==> src/rtl/mod5_sequence_monitor.sv <==
// Checks that a mod-5 counter state advances 0->1->2->3->4->0 one step per clock,
// decodes it to a one-hot phase, counts rollovers and latches the first fault cause.
module mod5_sequence_monitor #(
  parameter int WRAP_MOD = 12,
  parameter int WRAP_W   = 4
) (
  input  logic              clk,
  input  logic              reset_n,
  input  logic [2:0]        q_in,
  input  logic              clr_err,
  output logic [4:0]        phase,
  output logic              wrap_pulse,
  output logic [WRAP_W-1:0] wrap_cnt,
  output logic              carry_out,
  output logic              seq_err,
  output logic [1:0]        err_code,
  output logic              armed
);

  typedef enum logic [1:0] {
    UNARMED = 2'd0,
    TRACK   = 2'd1,
    FAULT   = 2'd2
  } state_t;

  typedef enum logic [1:0] {
    ERR_NONE  = 2'b00,
    ERR_STEP  = 2'b01,
    ERR_RANGE = 2'b10
  } err_t;

  localparam logic [WRAP_W-1:0] WRAP_LAST = WRAP_W'(WRAP_MOD - 1);

  state_t     state;
  logic [2:0] prev;

  logic       in_range;
  logic [2:0] prev_succ;
  logic       legal_step;
  logic       rollover;
  logic       cnt_last;
  logic [4:0] q_onehot;

  assign in_range   = (q_in <= 3'd4);
  assign prev_succ  = (prev == 3'd4) ? 3'd0 : prev + 3'd1;
  assign legal_step = (q_in == prev_succ);
  assign rollover   = (prev == 3'd4) && (q_in == 3'd0);
  assign cnt_last   = (wrap_cnt == WRAP_LAST);
  assign q_onehot   = 5'd1 << q_in;

  // reset_n is shared with the upstream counter and already released synchronously
  // by the reset network, so no local synchronizer is added here.
  always_ff @(posedge clk or negedge reset_n) begin
    // NOTE: every register, including prev, is reset so the block never starts
    // from an undefined history; all state updates use non-blocking assignments.
    if (!reset_n) begin
      state      <= UNARMED;
      prev       <= 3'd0;
      phase      <= 5'd0;
      wrap_pulse <= 1'b0;
      wrap_cnt   <= '0;
      carry_out  <= 1'b0;
      seq_err    <= 1'b0;
      err_code   <= ERR_NONE;
      armed      <= 1'b0;
    end else begin
      wrap_pulse <= 1'b0;
      carry_out  <= 1'b0;
      case (state)
        UNARMED: begin
          if (in_range) begin
            state <= TRACK;
            prev  <= q_in;
            phase <= q_onehot;
            armed <= 1'b1;
          end else begin
            state    <= FAULT;
            seq_err  <= 1'b1;
            err_code <= ERR_RANGE;
            phase    <= 5'd0;
            armed    <= 1'b0;
          end
        end
        TRACK: begin
          // Range violations take precedence over step violations.
          if (!in_range) begin
            state    <= FAULT;
            seq_err  <= 1'b1;
            err_code <= ERR_RANGE;
            phase    <= 5'd0;
            armed    <= 1'b0;
          end else if (legal_step) begin
            prev  <= q_in;
            phase <= q_onehot;
            if (rollover) begin
              wrap_pulse <= 1'b1;
              if (cnt_last) begin
                wrap_cnt  <= '0;
                carry_out <= 1'b1;
              end else begin
                wrap_cnt <= wrap_cnt + WRAP_W'(1);
              end
            end
          end else begin
            state    <= FAULT;
            seq_err  <= 1'b1;
            err_code <= ERR_STEP;
            phase    <= 5'd0;
            armed    <= 1'b0;
          end
        end
        FAULT: begin
          // err_code keeps the first cause; only a clear leaves this state.
          if (clr_err) begin
            state    <= UNARMED;
            seq_err  <= 1'b0;
            err_code <= ERR_NONE;
          end
        end
        default: state <= UNARMED;
      endcase
    end
  end

endmodule

==> config.mk <==
export PLATFORM = sky130hd
export DESIGN_NAME = mod5_sequence_monitor
export DESIGN_NICKNAME = d
export VERILOG_FILES = /design/src/rtl/mod5_sequence_monitor.sv
export SDC_FILE = /design/constraint.sdc
export NUM_CORES = 1
export LEC_CHECK = 0
export BUFFER_PORTS_ARGS = -buffer_cell sky130_fd_sc_hd__buf_2
export CAP_MARGIN = 0
export CORE_MARGIN = 2
export CORE_UTILIZATION = 56
export CTS_CLUSTER_DIAMETER = 40
export CTS_CLUSTER_SIZE = 20
export DETAILED_ROUTE_END_ITERATION = 6
export GPL_TIMING_DRIVEN = 0
export HOLD_SLACK_MARGIN = 0.12
export PLACE_DENSITY_LB_ADDON = 0.2
export SLEW_MARGIN = 20
export SYNTH_ARGS = -nofsm -noshare
export SYNTH_HDL_FRONTEND = slang
export SYNTH_SLANG_ARGS = --single-unit
==> constraint.sdc <==
create_clock -name clk -period 2.25 [get_ports clk]
set_input_delay 0.225 -clock clk [delete_from_list [all_inputs] [get_ports clk]]
set_output_delay 0.225 -clock clk [all_outputs]
set_load 0.02 [all_outputs]
Word level (Yosys, flattened, before mapping)

Index checks and enable logic that the tools add are counted.

Flip-flop bits (word level): 20
Bits of input ports: 6
Output and inout port bits: 15
Word-level logic and storage cells: 71

Add/sub/neg operators: 2
Order comparisons: 1
Eq/ne operators: 11
Shift operators: 1
Muxes and demuxes: 37
Reductions and logical operators: 10

Operators by type and width:

| cell                | count |
|---|---|
| $mux 1              | 16 |
| $mux 5              | 3 |
| $mux 2              | 7 |
| $mux 3              | 4 |
| $pmux 2 s3          | 2 |
| $reduce_and 4->1    | 3 |
| $ne 2x2->1 const B  | 5 |
| $pmux 5 s2          | 1 |
| $pmux 3 s2          | 1 |
| $shl 1x3->5 const A | 1 |
| $add 4x1->4 const B | 1 |
| $eq 4x4->1 const B  | 1 |
| $mux 4              | 1 |
| $reduce_and 2->1    | 2 |
| $add 3x1->3 const B | 1 |
| $eq 3x3->1          | 1 |
| $eq 3x3->1 const B  | 1 |
| $le 3x3->1 const B  | 1 |
| $logic_not 3->1     | 1 |
| $ne 3x3->1 const B  | 1 |
| $pmux 1 s3          | 1 |
| $reduce_bool 3->1   | 1 |
| $eq 2x1->1 const B  | 1 |
| $eq 2x2->1 const B  | 1 |
| 4 further kinds     | 4 |

Logic depth before layout (Yosys ltp)

Gate-level depths: netlist of the first run.

Depth after elaboration: 6
Gate-level depth with buffers: 8
Mapped depth without buffers: 6

Worst setup path before layout of the first run

OpenSTA, ideal clock, no wires.

Kind: flip-flop to flip-flop
From: register prev[0]
To: register state[1]
Setup time: 126 ps
Arrival time: 1,624 ps
Data required time: 2,124 ps
Path slack: 500 ps
Stages on the path, launching flop included: 7
Path buffers: 1
Period minus slack after synthesis: 1,750 ps
Cell sequence: dfrtp_1 -> ha_1 -> nor3b_4 -> a2111oi_4 -> buf_6 -> a41oi_2 -> o32a_1

Cells in the longest elaborated chain, start to end: 5
Elaborated cells between the ends (all ways): 6
Those cells by class: 1 x add/sub; 3 x eq/ne; 1 x mux; 1 x reduce/logical

Ends and longest elaborated chain:

| element                                          | RTL line | text |
|---|---|---|
| start: declaration                               | 35       | `logic [2:0] prev;` |
| start signal: assignment                         | 73       | `prev <= q_in;` |
| start signal: assignment                         | 93       | `prev <= q_in;` |
| $add 3x1->3 / $eq 3x3->1 (equally long branches) | 45       | `assign prev_succ = (prev == 3'd4) ? 3'd0 : prev + 3'd1;` |
| $mux 3 *                                         | 45       |  |
| $eq 3x3->1 *                                     | 46       | `assign legal_step = (q_in == prev_succ);` |
| $ne 3x3->1 (no line) *                           | --       |  |
| $reduce_and 2->1 (no line) *                     | --       |  |
| end signal: assignment                           | 57       | `state <= UNARMED;` |
| end signal: assignment                           | 72       | `state <= TRACK;` |
| end signal: assignment                           | 77       | `state <= FAULT;` |
| end: declaration                                 | 34       | `state_t state;` |

Every way passes the cells marked *; elsewhere a longest branch is shown, timed or not.
A chain may end at the register's enable or synchronous reset.

Worst setup path after layout of the first run

Same ends and word-level chain as after synthesis.

==> impl_metrics.tcl, run 1 <==
set metrics [dict create \
    outcome "complete, no violations" \
    layoutNonFillerInstCount 189 \
    first_pass_iters 4 \
    root_buffer "clkbuf_4" \
    cts.sinks 20 \
    synth_cell_types 48 \
    core_area_um2 2280 \
    reg2reg_slack_ns 0.14 \
    met1_usage_pct 32.3 \
    drc_errors 0 \
    start_util_pct 60.6 \
    fillers 183 \
    antenna_cells 0 \
    crit_type "flip-flop to flip-flop" \
    whs_ns 0.132 \
    avgSynthCellArea_um2 10.0 \
    grt.total_usage_pct 24.0 \
    rows 17 \
    grt_busiest_layer "met2" \
    max_stage_delay_ns 0.42 \
    cts_setup_buffers 0 \
    grt_pass1_wl_um 5030 \
    syn-cell-area_um2 1380 \
    drv_slew 0 \
    port_buffers 18 \
    worst_setup_hold_path_clk_slew_ns 0.12 \
    p_switching_uw 925 \
    endpoint_kind "flip-flop" \
    avgRoutedWirePerCell_um 15.4 \
    vias 1168 \
    crit_end "state[1]" \
    critical_path.max_fanout 10 \
    critPathSlowestCell "dfrtp_1" \
    rsz0062_at_grt "no" \
    peakVddDrop_uv 918 \
    fin_crit_sh_pct 94.0 \
    crit_chain "inv_1 > ha_1 > a21oi_1 > xnor2_1 > buf_2 > a41oi_2 > o32a_1" \
    arrival_ns 2.31 \
    grt_max_degree 21 \
    cts_made_buffers 3 \
    p_leak_uw 0.000740 \
    die_x_um 53.6 \
    synth-edff-count 0 \
    r2r_start "prev[0]" \
    ios 21 \
    place_congestion 0.947 \
    clock_skew_ns 0.00902 \
    synth_seq_cells 20 \
    met3_usage_pct 3.89 \
    worst_slew_pin_slew_ns 0.564 \
    clock_path_buffers 2 \
    grt_pass1_vias 1152 \
    placed_cells 184 \
    hold_violations 0 \
    drt_wl_total_um 2910 \
    htreeDepth 1 \
    setup_viol 0 \
    critPathLaunchType "flip-flop" \
    grt_antenna_before_repair 0 \
    ys_warn_count 0 \
    clock_latency_ns 0.31 \
    r2r_end "state[1]" \
    grt_overflow 0 \
    drt_iter0_drc 26 \
    synth_seq_area_share_pct 36.3 \
    die_y_um 53.6 \
    synth_cells 138 \
    synth_ff_type "dfrtp_1" \
    critPathRequiredTime_ns 2.45 \
    power.density_nw_per_um2 1320 \
    syn_nets 150 \
    die_area_um2 2880 \
    viasPerCell 6.18 \
    hold_path.class "primary input to flip-flop" \
    switching_share_pct 44.6 \
    fmax_mhz 473 \
    combPwrFrac_pct 60.2 \
    finalCriticalPeriod_ns 2.11 \
    dp_hpwl_um 2150 \
    clkPwrFrac_pct 14.4 \
    pwr-share-seq_pct 25.4 \
    r2r_cells 7 \
    slew_headroom_pct 62.1 \
    final_antenna_net_count 0 \
    async_flop_share_pct 100 \
    grtUsageMet2_pct 37.7 \
    cts_tree "yes" \
    p_int_uw 1150 \
    crit_path_start "prev[0]" \
    max_cap_violations 0 \
    fin_nets 174 \
    area_delta_synth_final_pct 13.6 \
    tns_ns 0 \
    drive_gt1_share_pct 28.6 \
]
==> routing by layer <==
metal | share of wire (%) | vias up | routed length [um]
met4 | 1.2 | 0 | 36
met3 | 6.1 | 5 | 177
met5 | 0 | - | 0
li1 | - | 558 | -
met1 | 44 | 557 | 1280
met2 | 49 | 48 | 1420
==> state kept, by name, indices dropped and copies added (netlist names) <==
register and count:
err_code 2, prev 3, carry_out 1, seq_err 1, armed 1, phase 5
state 2, wrap_pulse 1, wrap_cnt 4
==> kinds of logic after synthesis <==
family          Yosys count  share of synthesized area, %
xor+xnor                  2                          1.27
flops                    20                          36.3
simple gates             47                          20.6
buf+inv                  21                          8.25
fa+ha+maj                 6                          5.44
mux                       5                          3.90
compound gates           37                          24.3
==> repair_timing <==
item,in CTS,in global routing
gates resized for setup,0,0
hold endpoints to repair,20,0
hold buffers,1,0
setup endpoints to repair,0,0
==> cell type report <==
cell class	instances	area, um2	area share (%)
well taps	28	35.0	2.23
clock inverters	1	30.0	1.92
flip-flops and latches	20	500	31.9
clock buffers	3	22.5	1.44
inverters	11	41.3	2.63
multi-input cells	97	766	48.8
repair buffers	19	100	6.38
plain buffers	10	72.6	4.63
==> cells in the mapped netlist, types with 2 or more instances <==
library cell | count | area (um2)
nor2_1 | 12 | 45.0
buf_2 | 4 | 20.0
a21oi_1 | 3 | 15.0
o2bb2ai_1 | 2 | 17.5
clkbuf_1 | 2 | 7.51
nand4_1 | 3 | 18.8
o311ai_1 | 2 | 17.5
nand2_1 | 9 | 33.8
mux2i_1 | 2 | 20.0
o31ai_2 | 2 | 25.0
xnor2_1 | 2 | 17.5
a31oi_1 | 2 | 12.5
ha_1 | 6 | 75.1
nor4b_2 | 2 | 30.0
nand3_1 | 5 | 25.0
dfrtp_1 | 20 | 500
o21ai_0 | 5 | 25.0
nor3_1 | 4 | 20.0
and2_1 | 2 | 12.5
buf_6 | 4 | 45.0
and3_1 | 3 | 18.8
nor2b_1 | 2 | 12.5
inv_1 | 11 | 41.3
a311oi_1 | 3 | 26.3
mux2_2 | 3 | 33.8
==> power groups by stage <==
| stage | registers (uW) | logic [uW] | clock network (uW) |
|---|---|---|---|
| after floorplan | 605 | 889 | 0 |
| after global placement | 527 | 1190 | 0 |
| after detailed placement | 533 | 1230 | 0 |
| after CTS | 525 | 1240 | 302 |
| after global routing | 539 | 1370 | 318 |
| final | 526 | 1250 | 298 |
==> placed cells by master (no fill, tap or decap), types with 2 or more instances in the layout <==
cell       netlist  layout
inv_1           11      11
mux2i_1          2       2
o2bb2ai_1        2       2
dfrtp_1         20      20
buf_6            4       4
mux2_2           3       3
nor2b_1          2       2
nor2_1          12      12
nor3_1           4       4
buf_2            4      22
and2_1           2       2
a31oi_1          2       2
clkbuf_4         0       3
nand4_1          3       3
o21ai_0          5       5
nand2_1          9       9
xnor2_1          2       2
a311oi_1         3       3
o31ai_2          2       2
nor4b_2          2       2
a21oi_1          3       3
ha_1             6       6
nand3_1          5       5
o311ai_1         2       2
clkbuf_1         2       2
and3_1           3       3
==> worst min path at each step <==
stage                     depth (start not counted)    start  endpoint
after floorplan                                   0  reset_n     armed
after global placement                            1  reset_n  phase[3]
after detailed placement                          1  reset_n  phase[2]
after CTS                                         2  q_in[0]  phase[2]
after global routing                              2  q_in[0]  phase[2]
final                                             2  q_in[0]  phase[2]
==> critical path, delay by kind of cell (launching register included) <==
family                   cells  cell delay (ns)
flip-flops                   1             0.42
AO/OA/AOI/OAI                3             0.46
adder cells (fa/ha/maj)      1             0.29
XOR/XNOR                     1             0.40
buffers and inverters        2             0.45
==> per-stage QoR <==
step                setup WS (ns)  instance area [um2]  utilization (%)  power (uW)
floorplan                   0.500                 1380                -        1490
global placement            0.236                 1510             66.1        1720
detailed placement          0.214                 1510             66.1        1760
CTS                         0.173                 1570             68.9        2060
global route              0.00836                 1570             68.9        2230
finish                      0.136                 1570             68.9        2070
(Power assumes the default switching activity.)
==> inputs of run 2 (changes only) <==
CORE_UTILIZATION = 60   (was 56)
SLEW_MARGIN = 10   (was 20)
clock period = 2.6 ns   (was 2.25 ns; I/O delays follow)
==> impl_metrics.tcl, run 2 (synthesis gave the netlist of run 1 again) <==
set metrics [dict create \
    outcome "complete, no violations" \
    final_common_cell "buf_2" \
    antenna_cells 0 \
    crit_chain "inv_1 > ha_1 > a21oi_1 > xnor2_1 > buf_2 > a41oi_2 > o32a_1" \
    die_x_um 52.0 \
    die_area_um2 2700 \
    slew_headroom_pct 59.7 \
    top_register "phase" \
    critPathLaunchType "flip-flop" \
    grt_antenna_before_repair 0 \
    root_buffer "clkbuf_4" \
    dp_slack_ns 0.544 \
    start_util_pct 63.0 \
    drt_iter0_drc 40 \
    crit_type "flip-flop to flip-flop" \
    rsz0062_at_grt "no" \
    largest_reg_flops 5 \
    avgRoutedWirePerCell_um 15.1 \
    path_delay_family "compound AO/OA/AOI/OAI gates" \
    place_congestion 0.934 \
    clock_path_buffers 2 \
    p_int_uw 992 \
    wl_met3_um 150 \
    hold_violations 0 \
    reg.largest.list "phase x5, wrap_cnt x4, prev x3" \
    final_cell_mix "buf_2, dfrtp_1, nor2_1, inv_1, nand2_1" \
    grt.total_usage_pct 24.6 \
    grt_overflow 0 \
    worst_slack_ns 0.512 \
    endpoint_kind "flip-flop" \
    drt_wl_total_um 2860 \
    dp_hpwl_um 2050 \
    fmax_mhz 479 \
    final_antenna_net_count 0 \
    worst_setup_hold_path_clk_slew_ns 0.12 \
    finalCriticalPeriod_ns 2.09 \
    grt_pass1_vias 1135 \
    port_buffers 18 \
    setup_viol 0 \
    crit_path_start "prev[0]" \
    fin_util_pct 71.6 \
    fillers 168 \
    fin_crit_sh_pct 80.3 \
    r2r_start "prev[0]" \
    worst-path-buf-inv 2 \
    cts.sinks 20 \
    cts_made_buffers 3 \
    path_depth 7 \
    clock_latency_ns 0.32 \
    layoutNonFillerInstCount 189 \
    rows 17 \
    r2r_end "state[1]" \
    grt_pass1_wl_um 4930 \
    fin_nets 174 \
    cts_tree "yes" \
    critPathRequiredTime_ns 2.81 \
    combPwrFrac_pct 60.1 \
    drive_gt1_share_pct 28.6 \
    reg2reg_slack_ns 0.51 \
    drv_slew 0 \
    arrival_ns 2.29 \
    critPathSlowestCell "dfrtp_1" \
    top_layer_used "met4" \
    clkPwrFrac_pct 14.6 \
    drc_errors 0 \
    met1Wirelength_um 1330 \
    crit_end "state[1]" \
    worst_slew_pin_slew_ns 0.600 \
    critical_path.max_fanout 10 \
    die_y_um 52.0 \
    grt_max_degree 21 \
    first_pass_iters 4 \
    max_cap_violations 0 \
    dr_wl_met2_um 1310 \
    power.density_nw_per_um2 1140 \
    hp-start "q_in[0]" \
    area_delta_synth_final_pct 13.6 \
    placed_cells 184 \
    switching_share_pct 44.4 \
    p_leak_uw 0.000740 \
    pwr-share-seq_pct 25.4 \
    r2r_cells 7 \
    peakVddDrop_uv 738 \
    ios 21 \
    hold_path.class "primary input to flip-flop" \
    tns_ns 0 \
    vias 1144 \
    max_stage_delay_ns 0.41 \
    htreeDepth 1 \
    p_switching_uw 792 \
    core_area_um2 2190 \
    clock_skew_ns 0.00866 \
    viasPerCell 6.05 \
]
==> run 2: area by class of cell <==
| type | count | area, um2 | share of cell area [%] |
|---|---|---|---|
| Clock buffer | 3 | 22.5 | 1.44 |
| Multi-Input combinational cell | 97 | 766 | 48.8 |
| Tap cell | 28 | 35.0 | 2.23 |
| Timing Repair Buffer | 19 | 100 | 6.38 |
| Sequential cell | 20 | 500 | 31.9 |
| Inverter | 11 | 41.3 | 2.63 |
| Buffer | 10 | 72.6 | 4.63 |
| Clock inverter | 1 | 30.0 | 1.92 |
==> run 2: power groups by stage <==
stage | sequential [uW] | clock (uW) | combinational (uW)
global route | 466 | 272 | 1180
detailed placement | 460 | 0 | 1050
floorplan | 524 | 0 | 769
global placement | 456 | 0 | 1030
CTS | 453 | 267 | 1060
finish | 452 | 260 | 1070
==> run 2: worst min-delay path by stage <==
stage	to	slack, ns	cells after the start
2_1_floorplan	armed	-0.04	0
3_3_place_gp	phase[3]	0.23	1
3_5_place_dp	phase[3]	0.23	1
4_1_cts	phase[2]	0.15	2
5_1_grt	phase[2]	0.18	2
6_report	phase[2]	0.16	2
==> run 2: repair_timing <==
action	4_1_cts	5_1_grt
hold buffers	1	0
gates resized for setup	0	0
setup endpoints to repair	0	0
hold endpoints to repair	20	0
buffers inserted	0	0
==> run 2: worst reg2reg max path, cell delays in order, from the launching register on <==
cell and delay (ns):
dfrtp_1 0.41, inv_1 0.12, ha_1 0.28, a21oi_1 0.11, xnor2_1 0.38, buf_2 0.32, a41oi_2 0.15, o32a_1 0.21
==> run 2: through the flow <==
step / cell area (um2) / hold WS (ns) / power (uW)
finish: 1570 / 0.163 / 1780
global placement: 1510 / 0.226 / 1480
CTS: 1570 / 0.153 / 1780
global route: 1570 / 0.181 / 1920
detailed placement: 1510 / 0.234 / 1510
floorplan: 1380 / -0.0356 / 1290
==> run 2: metal layers <==
| metal | up-vias | track usage (%) |
|---|---|---|
| li1 | 559 | - |
| met1 | 534 | 32.0 |
| met2 | 44 | 37.1 |
| met3 | 7 | 5.17 |
| met4 | 0 | 15.4 |
| met5 | - | 0 |
==> inputs of run 3 (changes only) <==
ABC_AREA = 1   (was not set)
CORE_UTILIZATION = 49   (was 60)
clock period = 1.9 ns   (was 2.6 ns; I/O delays follow)
==> impl_metrics.tcl, run 3 <==
set metrics [dict create \
    path_delay_family "simple AND/OR/NAND/NOR gates" \
    grt_max_degree 21 \
    cts.sinks 20 \
    yosys-top-cells-area "dfrtp_1, nand2_1, nand3_1" \
    synth_compound_area_share_pct 2.43 \
    critical_path.max_fanout 10 \
    yosysMostFrequentCell "nand2_1" \
    synth_ff_type "dfrtp_1" \
    place_congestion 0.785 \
    cts_tree "yes" \
    area_delta_synth_final_pct 16.7 \
    ys_warn_count 0 \
    fillers 220 \
    drc_errors 0 \
    clock_skew_ns 0.000980 \
    top_register "phase" \
    r2r_cells 7 \
    synth_mux_area_share_pct 0 \
    path_depth 7 \
    power.density_nw_per_um2 1520 \
    fin_nets 183 \
    syn_nets 157 \
    avgSynthCellArea_um2 8.18 \
    drive_gt1_share_pct 25.9 \
    synth_common_cells "nand2_1, dfrtp_1, nand3_1" \
    seq_area_um2 500 \
    ios 21 \
    core_area_um2 2250 \
    root_buffer "clkbuf_4" \
    viasPerCell 4.99 \
    htreeDepth 1 \
    grt_overflow 0 \
    syn-cell-area_um2 1190 \
    synth_top_family_by_area "simple AND/OR/NAND/NOR gates" \
    die_x_um 53.2 \
    cts_made_buffers 3 \
    grt_pass1_vias 898 \
    crit_type "flip-flop to flip-flop" \
    critPathRequiredTime_ns 2.10 \
    crit_chain "inv_1 > ha_1 > inv_2 > nor3_4 > nand3_2 > nand2_1 > o21ai_1" \
    dp_hpwl_um 1670 \
    post-synth-top-area-cell "dfrtp_1" \
    worst-path-buf-inv 2 \
    critPathLaunchType "flip-flop" \
    first_pass_iters 4 \
    drt_iter0_drc 15 \
    clock_latency_ns 0.30 \
    drt_wl_total_um 2160 \
    synth_seq_cells 20 \
    worst_setup_hold_path_clk_slew_ns 0.12 \
    placed_cell_area_um2 1320 \
    synth-edff-count 0 \
    reg2reg_slack_ns 0.24 \
    design_area_um2 1380 \
    cts_setup_buffers 0 \
    final_cell_mix "nand2_1, dfrtp_1, buf_2, nand3_1, inv_1" \
    cts_resized 0 \
    drv_slew 0 \
    final_antenna_net_count 0 \
    synth_top_area_share_pct 42.2 \
    async_flop_share_pct 100 \
    max_stage_delay_ns 0.42 \
    reg.largest.list "phase x5, wrap_cnt x4, prev x3" \
    tns_ns 0 \
    endpoint_kind "flip-flop" \
    synth_cell_types 25 \
    r2r_end "wrap_cnt[0]" \
    vias 989 \
    synth_xor_area_share_pct 2.22 \
    worst_slew_pin_slew_ns 0.440 \
    clock_path_buffers 2 \
    synth_seq_area_share_pct 42.2 \
    die_area_um2 2830 \
    grt_pass1_wl_um 3800 \
    fmax_mhz 603 \
    multi_input_comb_area_um2 628 \
    rows 17 \
    p_leak_uw 0.000790 \
    die_y_um 53.2 \
    grt.total_usage_pct 18.3 \
    peakVddDrop_uv 898 \
    antenna_cells 0 \
    outcome "complete, no violations" \
    crit_end "wrap_cnt[0]" \
    arrival_ns 1.86 \
    synthSimpleGateAreaFrac_pct 42.0 \
    rsz0062_at_grt "no" \
    setup_viol 0 \
    synth_cells 145 \
    largest_reg_flops 5 \
    holdBufCountCts 1 \
    finalCriticalPeriod_ns 1.66 \
    avgRoutedWirePerCell_um 10.9 \
    max_cap_violations 0 \
    r2r_start "state[1]" \
    slew_headroom_pct 70.6 \
    grt_antenna_before_repair 0 \
    hold_violations 0 \
    crit_path_start "state[1]" \
    start_util_pct 52.6 \
    port_buffers 20 \
    synthAdderAreaFrac_pct 6.33 \
    final_common_cell "nand2_1" \
    hold_path.class "primary input to flip-flop" \
    fin_crit_sh_pct 87.3 \
    critPathSlowestCell "dfrtp_1" \
]
run 3: through the flow:
step	utilization, %	total power [uW]	std cells	worst slack (ns)	hold WS (ns)
5_1_grt	61.4	2290	198	0.0644	0.164
4_1_cts	61.4	2130	198	0.226	0.160
3_3_place_gp	58.6	1730	193	0.308	0.160
6_report	61.4	2100	198	0.240	0.163
3_5_place_dp	58.6	1770	193	0.246	0.169
2_1_floorplan	-	1520	145	0.411	-0.106
run 3: kinds of logic after synthesis:
group	count (synthesis)
AOI/OAI and AO/OA	5
xor gates and xnor gates	3
adders and majority gates	6
buffers and inverters	15
DFF	20
and+or+nand+nor	96
run 3: per-layer routing:
metal | up-vias | GRT usage [%] | wire length [um]
met3 | 2 | 2.82 | 90
li1 | 516 | - | -
met4 | 0 | 5.56 | 16
met1 | 453 | 22.9 | 996
met2 | 18 | 31.9 | 1060
met5 | - | 0 | 0
run 3: cell type report:
type,instances,share of cell area [%]
buffer,1,0.271
clock buffer,3,1.63
clock inverter,1,2.17
inverter,14,3.89
multi-input combinational,110,45.4
sequential,20,36.2
tap,28,2.53
timing repair buffer,21,7.96
run 3: where the power goes:
group / switching, uW / internal (uW)
registers: 91.8 / 563
clock network: 135 / 213
logic: 724 / 377
total: 950 / 1150
run 3: worst reg2reg max path, stage by stage (launching register included):
cell,delay (ns)
dfrtp_1,0.42
inv_1,0.08
ha_1,0.29
inv_2,0.16
nor3_4,0.29
nand3_2,0.17
nand2_1,0.09
o21ai_1,0.06
run 3: how the worst min path moves through the flow:
stage	from	end	slack, ns	cells past startpoint
after detailed placement	reset_n	wrap_cnt[3]	0.17	1
after global routing	q_in[2]	phase[4]	0.16	3
after global placement	reset_n	wrap_cnt[2]	0.16	1
final	q_in[2]	phase[4]	0.16	3
after floorplan	reset_n	armed	-0.11	0
after CTS	q_in[2]	phase[4]	0.16	3
